File: src/rtl/const_seq_pkg.sv
// Shared types and sizing helpers for the constant-sequence source.
package const_seq_pkg;

  typedef enum logic [1:0] {
    StIdle,
    StDelay,
    StEmit
  } state_e;

  localparam int unsigned DEPTH_DEF = 4;

  function automatic int unsigned len_width(int unsigned depth);
    return $clog2(depth + 1);
  endfunction

  function automatic int unsigned idx_width(int unsigned depth);
    return (depth > 1) ? $clog2(depth) : 1;
  endfunction

  localparam int unsigned LEN_W = len_width(DEPTH_DEF);
  localparam int unsigned IDX_W = idx_width(DEPTH_DEF);

  // A length of 0 still plays one slot; oversize lengths saturate at the slot count.
  function automatic int unsigned clamp_len(int unsigned len, int unsigned depth);
    if (len == 0) return 1;
    if (len > depth) return depth;
    return len;
  endfunction

endpackage

File: src/rtl/const_seq_if.sv
// Control, configuration and data signals between a sequence consumer and const_seq.
interface const_seq_if #(
  parameter int unsigned DATA_W   = 32,
  parameter int unsigned DEPTH    = 4,
  parameter int unsigned PERIOD_W = 8,
  parameter int unsigned ITER_W   = 8,
  parameter int unsigned DELAY_W  = 8
) ();

  logic                                         running;
  logic                                         run;
  logic                                         done;
  logic [DATA_W-1:0]                            out0;
  logic [DEPTH*DATA_W-1:0]                      constants;
  logic [const_seq_pkg::len_width(DEPTH)-1:0]   length;
  logic [PERIOD_W-1:0]                          period;
  logic [ITER_W-1:0]                            iterations;
  logic [DELAY_W-1:0]                           delay;

  modport master (
    output running, run, constants, length, period, iterations, delay,
    input  done, out0
  );

  modport slave (
    input  running, run, constants, length, period, iterations, delay,
    output done, out0
  );

endinterface

File: src/rtl/const_seq_cnt.sv
// Loadable down-counter with enable and zero flag; load has priority over decrement.
module const_seq_cnt #(
  parameter int unsigned W = 8
) (
  input  logic         clk,
  input  logic         rst,
  input  logic         en,
  input  logic         load,
  input  logic [W-1:0] load_val,
  input  logic         dec,
  output logic         zero
);

  logic [W-1:0] count_q;

  always_ff @(posedge clk) begin
    if (rst) begin
      count_q <= '0;
    end else if (en) begin
      if (load) begin
        count_q <= load_val;
      end else if (dec && (count_q != '0)) begin
        count_q <= count_q - W'(1);
      end
    end
  end

  assign zero = (count_q == '0);

endmodule

File: src/rtl/const_seq.sv
// Programmable constant-sequence source: plays up to DEPTH latched constants, each held
// period+1 cycles, after a start delay, iterations+1 times.
module const_seq import const_seq_pkg::*; #(
  parameter int unsigned DATA_W   = 32,
  parameter int unsigned DEPTH    = 4,
  parameter int unsigned PERIOD_W = 8,
  parameter int unsigned ITER_W   = 8,
  parameter int unsigned DELAY_W  = 8
) (
  input logic         clk,
  input logic         rst,
  const_seq_if.slave  bus
);

  localparam int unsigned SEQ_IDX_W = idx_width(DEPTH);

  state_e                state_q;
  logic [SEQ_IDX_W-1:0]  idx_q;
  logic [SEQ_IDX_W-1:0]  idx_next;
  logic [SEQ_IDX_W-1:0]  last_idx_q;
  logic [SEQ_IDX_W-1:0]  cfg_last_idx;
  logic [DATA_W-1:0]     slot_q [DEPTH];
  logic [PERIOD_W-1:0]   period_q;
  logic [DATA_W-1:0]     out0_q;
  logic                  done_q;

  logic                  accept;
  logic                  is_last;
  logic                  delay_zero;
  logic                  hold_zero;
  logic                  iter_zero;
  logic                  delay_load;
  logic                  delay_dec;
  logic [DELAY_W-1:0]    delay_load_val;
  logic                  hold_load;
  logic                  hold_dec;
  logic [PERIOD_W-1:0]   hold_load_val;
  logic                  iter_dec;

  assign accept       = bus.running & bus.run;
  assign is_last      = (idx_q == last_idx_q);
  assign idx_next     = idx_q + SEQ_IDX_W'(1);
  assign cfg_last_idx = SEQ_IDX_W'(clamp_len(32'(bus.length), DEPTH) - 1);

  // Counter controls; a restart (accept) overrides whatever the current state wants.
  always_comb begin
    delay_load     = accept;
    delay_load_val = (bus.delay == '0) ? '0 : bus.delay - DELAY_W'(1);
    delay_dec      = !accept && (state_q == StDelay);

    hold_load      = 1'b0;
    hold_load_val  = period_q;
    hold_dec       = !accept && (state_q == StEmit);
    if (accept) begin
      hold_load     = (bus.delay == '0);
      hold_load_val = bus.period;
    end else if (state_q == StDelay) begin
      hold_load = delay_zero;
    end else if (state_q == StEmit) begin
      hold_load = hold_zero && !(is_last && iter_zero);
    end

    iter_dec = !accept && (state_q == StEmit) && hold_zero && is_last;
  end

  const_seq_cnt #(.W(DELAY_W)) u_delay_cnt (
    .clk      (clk),
    .rst      (rst),
    .en       (bus.running),
    .load     (delay_load),
    .load_val (delay_load_val),
    .dec      (delay_dec),
    .zero     (delay_zero)
  );

  const_seq_cnt #(.W(PERIOD_W)) u_hold_cnt (
    .clk      (clk),
    .rst      (rst),
    .en       (bus.running),
    .load     (hold_load),
    .load_val (hold_load_val),
    .dec      (hold_dec),
    .zero     (hold_zero)
  );

  const_seq_cnt #(.W(ITER_W)) u_iter_cnt (
    .clk      (clk),
    .rst      (rst),
    .en       (bus.running),
    .load     (accept),
    .load_val (bus.iterations),
    .dec      (iter_dec),
    .zero     (iter_zero)
  );

  always_ff @(posedge clk) begin
    if (rst) begin
      state_q    <= StIdle;
      idx_q      <= '0;
      last_idx_q <= '0;
      period_q   <= '0;
      out0_q     <= '0;
      done_q     <= 1'b1;
      for (int k = 0; k < DEPTH; k++) slot_q[k] <= '0;
    end else if (bus.running) begin
      if (bus.run) begin
        for (int k = 0; k < DEPTH; k++) slot_q[k] <= bus.constants[k*DATA_W +: DATA_W];
        last_idx_q <= cfg_last_idx;
        period_q   <= bus.period;
        idx_q      <= '0;
        done_q     <= 1'b0;
        if (bus.delay == '0) begin
          state_q <= StEmit;
          out0_q  <= bus.constants[DATA_W-1:0];
        end else begin
          state_q <= StDelay;
        end
      end else begin
        unique case (state_q)
          StDelay: begin
            if (delay_zero) begin
              state_q <= StEmit;
              out0_q  <= slot_q[0];
            end
          end
          StEmit: begin
            if (hold_zero) begin
              if (!is_last) begin
                idx_q  <= idx_next;
                out0_q <= slot_q[idx_next];
              end else if (!iter_zero) begin
                idx_q  <= '0;
                out0_q <= slot_q[0];
              end else begin
                state_q <= StIdle;
                done_q  <= 1'b1;
              end
            end
          end
          StIdle: ;
          default: state_q <= StIdle;
        endcase
      end
    end
  end

  assign bus.out0 = out0_q;
  assign bus.done = done_q;

endmodule
File: src/flat_wrapper.sv
// flat-port wrapper written by rule: the top's interface ports become plain ports
module const_seq_flat import const_seq_pkg::*;
#(
  parameter int unsigned DATA_W   = 32,
  parameter int unsigned DEPTH    = 4,
  parameter int unsigned PERIOD_W = 8,
  parameter int unsigned ITER_W   = 8,
  parameter int unsigned DELAY_W  = 8
)
  (clk, rst, bus_running, bus_run, bus_constants, bus_length, bus_period, bus_iterations, bus_delay, bus_done, bus_out0);
  const_seq_if #(.DATA_W(DATA_W), .DEPTH(DEPTH), .PERIOD_W(PERIOD_W), .ITER_W(ITER_W), .DELAY_W(DELAY_W)) bus_i ();
  input logic clk;
  input logic rst;
  input wire logic [$bits(bus_i.running)-1:0] bus_running;
  input wire logic [$bits(bus_i.run)-1:0] bus_run;
  input wire logic [$bits(bus_i.constants)-1:0] bus_constants;
  input wire logic [$bits(bus_i.length)-1:0] bus_length;
  input wire logic [$bits(bus_i.period)-1:0] bus_period;
  input wire logic [$bits(bus_i.iterations)-1:0] bus_iterations;
  input wire logic [$bits(bus_i.delay)-1:0] bus_delay;
  output wire logic [$bits(bus_i.done)-1:0] bus_done;
  output wire logic [$bits(bus_i.out0)-1:0] bus_out0;
  assign bus_i.running = bus_running;
  assign bus_i.run = bus_run;
  assign bus_i.constants = bus_constants;
  assign bus_i.length = bus_length;
  assign bus_i.period = bus_period;
  assign bus_i.iterations = bus_iterations;
  assign bus_i.delay = bus_delay;
  assign bus_done = bus_i.done;
  assign bus_out0 = bus_i.out0;
  const_seq #(.DATA_W(DATA_W), .DEPTH(DEPTH), .PERIOD_W(PERIOD_W), .ITER_W(ITER_W), .DELAY_W(DELAY_W)) u_core (.clk(clk), .rst(rst), .bus(bus_i));
endmodule
File: config.mk
export PLATFORM = sky130hd
export DESIGN_NAME = const_seq_flat
export DESIGN_NICKNAME = d
export VERILOG_FILES = /design/src/rtl/const_seq_pkg.sv /design/src/rtl/const_seq_if.sv /design/src/rtl/const_seq_cnt.sv /design/src/rtl/const_seq.sv /design/src/flat_wrapper.sv
export SDC_FILE = /design/constraint.sdc
export NUM_CORES = 1
export LEC_CHECK = 0
export BUFFER_PORTS_ARGS = -buffer_cell sky130_fd_sc_hd__buf_2
export CORE_MARGIN = 5
export CORE_UTILIZATION = 30
export DETAILED_ROUTE_END_ITERATION = 8
export GPL_ROUTABILITY_DRIVEN = 0
export PLACE_DENSITY_LB_ADDON = 0.12
export SETUP_SLACK_MARGIN = 0.1
export SYNTH_ARGS = -nofsm -noshare
export SYNTH_HDL_FRONTEND = slang
export SYNTH_SLANG_ARGS = --single-unit
File: constraint.sdc
create_clock -name clk -period 6 [get_ports clk]
set_input_delay 1.2 -clock clk [delete_from_list [all_inputs] [get_ports clk]]
set_output_delay 1.2 -clock clk [all_outputs]
set_load 0.02 [all_outputs]
==> results of run 1 <==
power groups by stage:
stage | combinational (uW) | clock (uW) | sequential (uW)
after floorplan | 240 | 0 | 1640
after global placement | 401 | 0 | 1640
after detailed placement | 401 | 0 | 1640
after CTS | 402 | 1280 | 1610
after global routing | 444 | 1330 | 1620
final | 394 | 1230 | 1610
final cells by class:
class | count | area, um2
clock buffers | 17 | 425
clock inverters | 15 | 199
fillers | 3240 | 20000
inverters | 34 | 128
multi-input cells | 631 | 4000
flip-flops and latches | 199 | 5270
well taps | 402 | 503
repair buffers | 204 | 1070
tightest hold or removal path, cell delays in order, from the launching register on:
cell and delay [ns]:
dfxtp_1 0.31, nand2_1 0.05, a21oi_1 0.05
metal layers:
metal | wire, um | GRT usage (%) | vias to the layer above
met1 | 13200 | 21.6 | 3454
met5 | 0 | 0 | -
li1 | - | - | 3669
met4 | 322 | 3.37 | 0
met2 | 12700 | 23.8 | 167
met3 | 1140 | 2.91 | 16
final timing paths:
kind,startpoint,to,slack [ns],cells after the start
setup / recovery,u_core.idx_q[1],u_core.u_hold_cnt.count_q[3],2.61,7
hold / removal,u_core.bus.out0[2],u_core.bus.out0[2],0.45,2
setup reg to reg,u_core.idx_q[1],u_core.u_hold_cnt.count_q[3],2.61,7
hold reg to reg,u_core.bus.out0[2],u_core.bus.out0[2],0.45,2
cell families (layout without fill, tap and decap cells):
logic type	Yosys count	in the layout	synth area share (%)
compound gates	230	230	16.5
xor+xnor	17	17	1.54
fa+ha+maj	7	7	0.907
buf+inv	106	270	4.39
flops	199	199	54.5
mux	29	29	3.05
simple gates	348	348	19.1
layout by cell type, fill, tap and decap left out, types with 3 or more instances in the layout:
master	instances
a211o_1	17
a211oi_1	8
a21o_1	18
a21oi_1	78
a221o_1	16
a22oi_1	16
and2_1	116
buf_2	190
buf_4	13
clkbuf_16	17
dfxtp_1	69
edfxtp_1	128
ha_1	7
inv_1	34
inv_12	5
inv_8	5
mux2i_1	26
nand2_1	77
nand2b_1	22
nand3_1	7
nor2_1	53
nor3_1	41
nor4_1	6
o211ai_1	20
o21ai_0	29
o221ai_1	5
o22ai_1	3
o32ai_1	6
or3_1	4
xnor2_1	6
xor2_1	11
through the flow:
step                      power (uW)  setup WS (ns)  utilization [%]  hold WS (ns)  std cells
after detailed placement        2040           2.21             34.7         0.444       1470
after floorplan                 1880          0.814                -         0.444        936
after CTS                       3290           2.59             36.6         0.454       1502
after global placement          2040           2.21             34.7         0.437       1470
final                           3230           2.61             36.6         0.452       1502
after global routing            3390           2.39             36.6         0.480       1502
registers in the layout, indices dropped and copies added (netlist names):
register	flops
u_core.state_q	2
u_core.slot_q	128
u_core.bus.done	1
u_core.last_idx_q	2
u_core.u_delay_cnt.count_q	8
u_core.idx_q	2
u_core.bus.out0	32
u_core.period_q	8
u_core.u_hold_cnt.count_q	8
u_core.u_iter_cnt.count_q	8
==> impl_metrics.json, run 1 <==
{
  "antenna_found_initial": 0,
  "p_sw_uw": 921,
  "synthTopCellsByArea": "edfxtp_1 40%, dfxtp_1 15%, and2_1 7.5%",
  "outcome": "finished, final reports clean",
  "cts_sinks": 199,
  "route.detailed.drc": 0,
  "via_per_inst": 4.86,
  "synth_top_area_share_pct": 39.8,
  "p_leak_uw": 0.00452,
  "syn_nets": 1102,
  "critPathArrivalTime_ns": 3.74,
  "cp.required_ns": 6.36,
  "antenna_left": 0,
  "synth_top_area_cell": "edfxtp_1",
  "clockRootBuffer": "clkbuf_16",
  "synth_cell_types": 59,
  "report.final.setup_viol": 0,
  "htree_num_levels": 4,
  "slew_violations": 0,
  "cap_violations": 0,
  "internal_power_uw": 2310,
  "cpLargestDelayFamily": "simple AND/OR/NAND/NOR gates",
  "synth_cells": 936,
  "path_cells": "buf_4, xor2_1, and4bb_1, o21bai_1, and4_1, o22ai_1, o32ai_2",
  "post_cts_buffers": 0,
  "fp.dieW_um": 189,
  "ys_seq_elements": 199,
  "tritoncts": "yes",
  "drive_above_1_share_pct": 22.9,
  "synth_common_cells": "128 x edfxtp_1, 116 x and2_1, 78 x a21oi_1",
  "fmax_ghz": 0.295,
  "cts_buffer_depth": 2,
  "final.min_clock_period_ns": 3.39,
  "max_stage_delay_ns": 0.85,
  "num_io_pins": 192,
  "stdcell_area_um2": 11600,
  "worstMarginPinSlew_ns": 0.912,
  "portBuffers": 191,
  "endpoint_kind": "flip-flop",
  "nNetsFinal": 1253,
  "cts_hold_buf": 0,
  "finalHoldViolations": 0,
  "grt_overflow": 0,
  "cp_max_fo": 71,
  "clk_pin_slew_ns": 0.09,
  "rows": 65,
  "synth_flop_cell": "edfxtp_1",
  "worstSetupStartpointType": "flip-flop",
  "syn_to_final_growth_pct": 20.1,
  "powerDensity_nw_per_um2": 278,
  "cts-buffers-inserted": 17,
  "start_util_pct": 30.5,
  "hold_class": "flip-flop to flip-flop",
  "grt_pass1_wl_um": 42800,
  "power_frac_comb_pct": 12.2,
  "slew_headroom_pct": 38.8,
  "vias": 7306,
  "post-route-period-util_pct": 56.4,
  "drt_iter0_markers": 383,
  "n_antenna_cell": 0,
  "crit_slowest_cell": "and4_1",
  "dp_hpwl_um": 18400,
  "die_area_um2": 35900,
  "ys_seq_area_share_pct": 54.5,
  "firstDrtPassIters": 5,
  "grt_setup_unrepaired": "no",
  "async_flop_share_pct": 0,
  "insertion_delay_ns": 0.44,
  "yosysMostFrequentCell": "edfxtp_1",
  "yosys_warnings": 0,
  "wl_per_cell_um": 18.2,
  "finalClockSkew_ns": 0.0115,
  "ir_drop_uv": 199,
  "drt-total-wl_um": 27300,
  "path_buf_inv": 1,
  "cts_resized": 0,
  "p_clk_share_pct": 38.1,
  "postSynthAreaPerCell_um2": 10.3,
  "die_y_um": 189,
  "grt_use_total_pct": 15.1,
  "grt_start_max_net_pins": 72,
  "postPlaceCellArea_um2": 11000,
  "critPathKind": "flip-flop to flip-flop",
  "synth_area_um2": 9660,
  "p_sw_share_pct": 28.5,
  "coreArea_um2": 31600,
  "grt_pass1_vias": 7326,
  "synth-edff-count": 128,
  "fin_tns_setup_ns": 0,
  "seq_power_share_pct": 49.7
}
Power figures use the tool's default switching activity.
==> run 2: changes to the inputs <==
Settings changed: ABC_AREA from default to 1.
Clock period 6 ns to 2.85 ns, I/O delays scaled along.
==> impl_metrics.json, run 2 <==
{
  "critPathArrivalTime_ns": 2.60,
  "final_util_pct": 36.8,
  "synth_common_cells": "229 x nor2_1, 224 x nand2_1, 213 x inv_1",
  "synth-edff-count": 128,
  "antenna_left": 0,
  "powerDensity_nw_per_um2": 597,
  "grt_start_max_net_pins": 77,
  "synth_cells": 1251,
  "cts_buffer_depth": 2,
  "cts_sinks": 199,
  "finalClockSkew_ns": 0.0147,
  "cp.required_ns": 3.23,
  "hold_class": "primary input to flip-flop",
  "place_ws_ns": 0.252,
  "largest_register_ffs": 128,
  "drt-total-wl_um": 28400,
  "drive_above_1_share_pct": 20.2,
  "rows": 66,
  "n_antenna_cell": 0,
  "worstMarginPinSlew_ns": 0.659,
  "clockRootBuffer": "clkbuf_16",
  "topRoutingLayerUsed": "met4",
  "cp_max_fo": 21,
  "report.final.setup_viol": 0,
  "die_y_um": 192,
  "cp_common_cell": "nand3_1",
  "cap_violations": 0,
  "cts_hold_buf": 0,
  "drt_iter0_markers": 424,
  "max_stage_delay_ns": 0.40,
  "final_cell_mix": "226 x nor2_1, 222 x nand2_1, 212 x inv_1",
  "insertion_delay_ns": 0.44,
  "dr_wl_met3_um": 904,
  "antenna_found_initial": 0,
  "synth_flop_cell": "edfxtp_1",
  "endpoint_kind": "flip-flop",
  "nNetsFinal": 1586,
  "tritoncts": "yes",
  "coreArea_um2": 32700,
  "ys_seq_elements": 199,
  "crit_slowest_cell": "nor2_2",
  "final_common_cell": "nor2_1",
  "grt_pass1_wl_um": 44100,
  "via_per_inst": 4.35,
  "cts-buffers-inserted": 17,
  "fp.dieW_um": 192,
  "fmax_ghz": 0.450,
  "outcome": "finished, final reports clean",
  "async_flop_share_pct": 0,
  "regMostFlops": "u_core.slot_q",
  "critPathKind": "flip-flop to flip-flop",
  "slew_violations": 0,
  "grt_use_total_pct": 15.4,
  "rr_worst_depth": 10,
  "post-route-period-util_pct": 78.0,
  "hold-worst-slack_ns": 0.400,
  "final.min_clock_period_ns": 2.22,
  "yosys_warnings": 0,
  "ys_seq_area_share_pct": 52.8,
  "synthTopCellsByArea": "edfxtp_1 39%, dfxtp_1 14%, nor2_1 8.6%",
  "post_cts_buffers": 0,
  "grt_setup_unrepaired": "no",
  "firstDrtPassIters": 4,
  "worstSetupStartpointType": "flip-flop",
  "vias": 8163,
  "grt_overflow": 0,
  "slew_headroom_pct": 55.6,
  "portBuffers": 191,
  "clk_pin_slew_ns": 0.08,
  "ir_drop_uv": 399,
  "hold_path_depth": 3,
  "path_cells": "inv_2, nand2_1, nand2_2, nor2_4, nor2_2, buf_4, o21ai_0, nand3_1, nand3_1, a21oi_2",
  "finalHoldViolations": 0,
  "num_io_pins": 192,
  "postSynthAreaPerCell_um2": 7.97,
  "synth_top_area_share_pct": 38.5,
  "synth_area_um2": 9970,
  "yosysMostFrequentCell": "nor2_1",
  "synth_top_area_cell": "edfxtp_1",
  "die_area_um2": 37000,
  "syn_nets": 1417,
  "route.detailed.drc": 0,
  "p_leak_uw": 0.00584,
  "syn_to_final_growth_pct": 20.7,
  "grt_pass1_vias": 7923,
  "finalWorstSetupSlack_ns": 0.626,
  "htree_num_levels": 4,
  "wl_per_cell_um": 15.2,
  "cts_resized": 0,
  "routedLengthMet1_um": 13900,
  "dp_hpwl_um": 20200,
  "start_util_pct": 30.5,
  "met2_length_um": 13300,
  "synth_cell_types": 36
}
[run 2: changes by cell type after synthesis, sizes merged, moves of 30 or more]
cell	delta
and2	-116
clkbuf	-30
inv	+184
nand2	+162
nand3	+74
nor2	+181
nor3	-40
o21ai	+48
[run 2: cell families (layout without fill, tap and decap cells)]
group | Yosys count | count (layout) | synth area share [%]
muxes | 5 | 5 | 0.502
adders and majority gates | 7 | 7 | 0.878
buffers and inverters | 277 | 459 | 11.2
and+or+nand+nor | 570 | 570 | 23.5
xor gates and xnor gates | 17 | 17 | 1.49
DFF | 199 | 199 | 52.8
AOI/OAI and AO/OA | 176 | 176 | 9.62
[run 2: worst max-delay path, delay by kind of cell (launching register included)]
| kind | cells | cell delay [ns] |
|---|---|---|
| buf+inv | 2 | 0.57 |
| compound gates | 2 | 0.35 |
| flops | 1 | 0.36 |
| simple gates | 6 | 0.88 |
[run 2: final cells by class]
cell class	count	area [um2]
clock buffer	17	425
clock inverter	15	196
fill	3514	20700
inverter	218	827
multi-input combinational	775	3620
sequential	199	5270
tap	442	553
timing repair buffer	209	1140
[run 2: power by group]
part | internal, uW | switching [uW] | total (uW) | leakage (uW)
Combinational | 432 | 797 | 1230 | 0.00366
Clock | 1220 | 1320 | 2550 | 0.000301
Sequential | 3310 | 97.5 | 3400 | 0.00188
Total | 4960 | 2220 | 7180 | 0.00584
[run 2: per-layer routing]
metal | GRT usage [%] | vias to the layer above
met5 | 0 | -
met4 | 3.48 | 0
met3 | 2.42 | 17
met2 | 25.0 | 147
met1 | 21.7 | 3730
li1 | - | 4269
[run 2: stage by stage]
stage | setup TNS, ns | total power (uW) | instances | area (um2)
finish | 0 | 7180 | 1875 | 12000
global route | 0 | 7600 | 1875 | 12000
CTS | 0 | 7300 | 1875 | 12000
detailed placement | 0 | 4720 | 1843 | 11400
global placement | 0 | 4710 | 1843 | 11400
floorplan | -80.60 | 4290 | 1251 | 10000
[run 2: path summary, 6_finish.rpt]
check	slack (ns)	startpoint	end
max	0.63	u_core.idx_q[1]	u_core.bus.out0[6]
min	0.40	bus_period[5]	u_core.period_q[5]
max reg2reg	0.63	u_core.idx_q[1]	u_core.bus.out0[6]
min reg2reg	0.47	u_core.bus.out0[21]	u_core.bus.out0[21]
==> run 3: changes to the inputs <==
Clock period 2.85 ns to 2.2 ns, I/O delays scaled along.
==> impl_metrics.json, run 3 (synthesized netlist as in run 2, its figures left out) <==
{
  "final_cell_mix": "226 x nor2_1, 220 x nand2_1, 212 x inv_1",
  "die_area_um2": 37000,
  "cts_sinks": 199,
  "place_ws_ns": 0.120,
  "report.final.setup_viol": 0,
  "powerDensity_nw_per_um2": 750,
  "antenna_left": 0,
  "crit_path_end": "u_core.u_hold_cnt.count_q[7]",
  "fp.dieW_um": 192,
  "cts_resized": 0,
  "slew_headroom_pct": 69.9,
  "post-route-period-util_pct": 85.3,
  "drt_iter0_markers": 491,
  "endpoint_kind": "flip-flop",
  "htree_num_levels": 4,
  "clockRootBuffer": "clkbuf_16",
  "hold_class": "primary input to flip-flop",
  "min_from": "bus_period[5]",
  "gr-max-usage-layer": "met2",
  "tritoncts": "yes",
  "vias": 8200,
  "met1_usage_pct": 22.4,
  "grt_start_max_net_pins": 46,
  "worstSetupStartpointType": "flip-flop",
  "reg2reg_to": "u_core.u_hold_cnt.count_q[7]",
  "firstDrtPassIters": 5,
  "worstReg2RegStart": "u_core.u_hold_cnt.count_q[0]",
  "met2_usage_pct": 25.1,
  "grt_pass1_vias": 8257,
  "final_util_pct": 37.3,
  "grt_pass1_wl_um": 45500,
  "slew_violations": 0,
  "grt_overflow": 0,
  "cts_hold_buf": 0,
  "critPathKind": "flip-flop to flip-flop",
  "final.min_clock_period_ns": 1.88,
  "final_common_cell": "nor2_1",
  "critPathArrivalTime_ns": 2.21,
  "start_util_pct": 30.5,
  "startpoint": "u_core.u_hold_cnt.count_q[0]",
  "regMostFlops": "u_core.slot_q",
  "ir_drop_uv": 571,
  "cts-buffers-inserted": 17,
  "finalClockSkew_ns": 0.0114,
  "num_io_pins": 192,
  "fmax_ghz": 0.533,
  "via_per_inst": 4.32,
  "finalHoldViolations": 0,
  "wl_per_cell_um": 15.1,
  "finalWorstSetupSlack_ns": 0.323,
  "n_antenna_cell": 0,
  "post_cts_buffers": 0,
  "grtUsageMet3_pct": 2.62,
  "cap_violations": 0,
  "syn_to_final_growth_pct": 22.4,
  "cp.required_ns": 2.53,
  "dp_hpwl_um": 20800,
  "worstMarginPinSlew_ns": 0.451,
  "r2r_slack_ns": 0.32,
  "nFillCells": 3464,
  "insertion_delay_ns": 0.43,
  "die_y_um": 192,
  "grt_use_total_pct": 15.8,
  "nNetsFinal": 1610,
  "antenna_found_initial": 0,
  "cp_max_fo": 9,
  "drive_above_1_share_pct": 21.7,
  "p_leak_uw": 0.00593,
  "route.detailed.drc": 0,
  "outcome": "finished, final reports clean",
  "hold-worst-slack_ns": 0.274,
  "portBuffers": 191,
  "clk_pin_slew_ns": 0.08,
  "cts_buffer_depth": 2,
  "coreArea_um2": 32700,
  "rr_worst_depth": 11,
  "drt-total-wl_um": 28700,
  "grt_setup_unrepaired": "yes",
  "rows": 66,
  "largest_register_ffs": 128
}
[run 3: cell types whose count changed in the layout (fill, tap and decap cells not counted), moves of 2 or more]
cell,before,now
buf_4,14,35
clkinv_4,0,4
clkinv_8,4,0
inv_12,4,0
clkinvlp_4,1,4
inv_8,4,1
buf_12,4,6
inv_6,3,5
nand2_1,222,220
nand2_2,15,17
nor2_2,6,4
nor2_4,3,5
[run 3: critical path, stage by stage (launching register included)]
cell,delay [ns]
dfxtp_1,0.30
inv_1,0.16
ha_1,0.18
nand3_1,0.13
nor2_2,0.20
nand3_1,0.12
nand2_2,0.17
nand2_1,0.23
nand2_1,0.12
nand3_1,0.07
nand2_1,0.07
inv_1,0.03
[run 3: worst min-delay path by stage]
stage	to	slack, ns	depth (start not counted)
final	u_core.period_q[5]	0.27	3
after detailed placement	u_core.u_iter_cnt.count_q[5]	0.46	2
after global placement	u_core.bus.out0[21]	0.45	2
after global routing	u_core.period_q[3]	0.27	3
after floorplan	u_core.u_iter_cnt.count_q[5]	0.44	2
after CTS	u_core.period_q[5]	0.24	3
[run 3: final cells by class]
| cell class | instances | area (um2) | area share, % |
|---|---|---|---|
| Clock inverter | 15 | 143 | 1.17 |
| Tap cell | 442 | 553 | 4.53 |
| Sequential cell | 199 | 5270 | 43.1 |
| Timing Repair Buffer | 233 | 1350 | 11.1 |
| Clock buffer | 17 | 425 | 3.49 |
| Multi-Input combinational cell | 775 | 3640 | 29.8 |
| Inverter | 218 | 830 | 6.80 |
[run 3: report_power, final]
group | leakage [uW] | total (uW) | internal (uW) | switching, uW
Sequential | 0.00188 | 4410 | 4280 | 123
Clock | 0.000270 | 3080 | 1590 | 1490
Combinational | 0.00378 | 1670 | 610 | 1060
Total | 0.00593 | 9160 | 6480 | 2680
[run 3: per-layer routing]
layer | share of wire (%) | wire [um]
met1 | 49 | 14000
met2 | 46 | 13200
met3 | 3.6 | 1040
met4 | 1.4 | 406
met5 | 0 | 0
[run 3: metrics by stage]
step	total power (uW)	area (um2)	instances	setup TNS [ns]
floorplan	5560	10000	1251	-148.20
global placement	6180	11600	1867	0
detailed placement	6180	11600	1867	0
CTS	9280	12200	1899	0
global route	9690	12200	1899	0
finish	9160	12200	1899	0
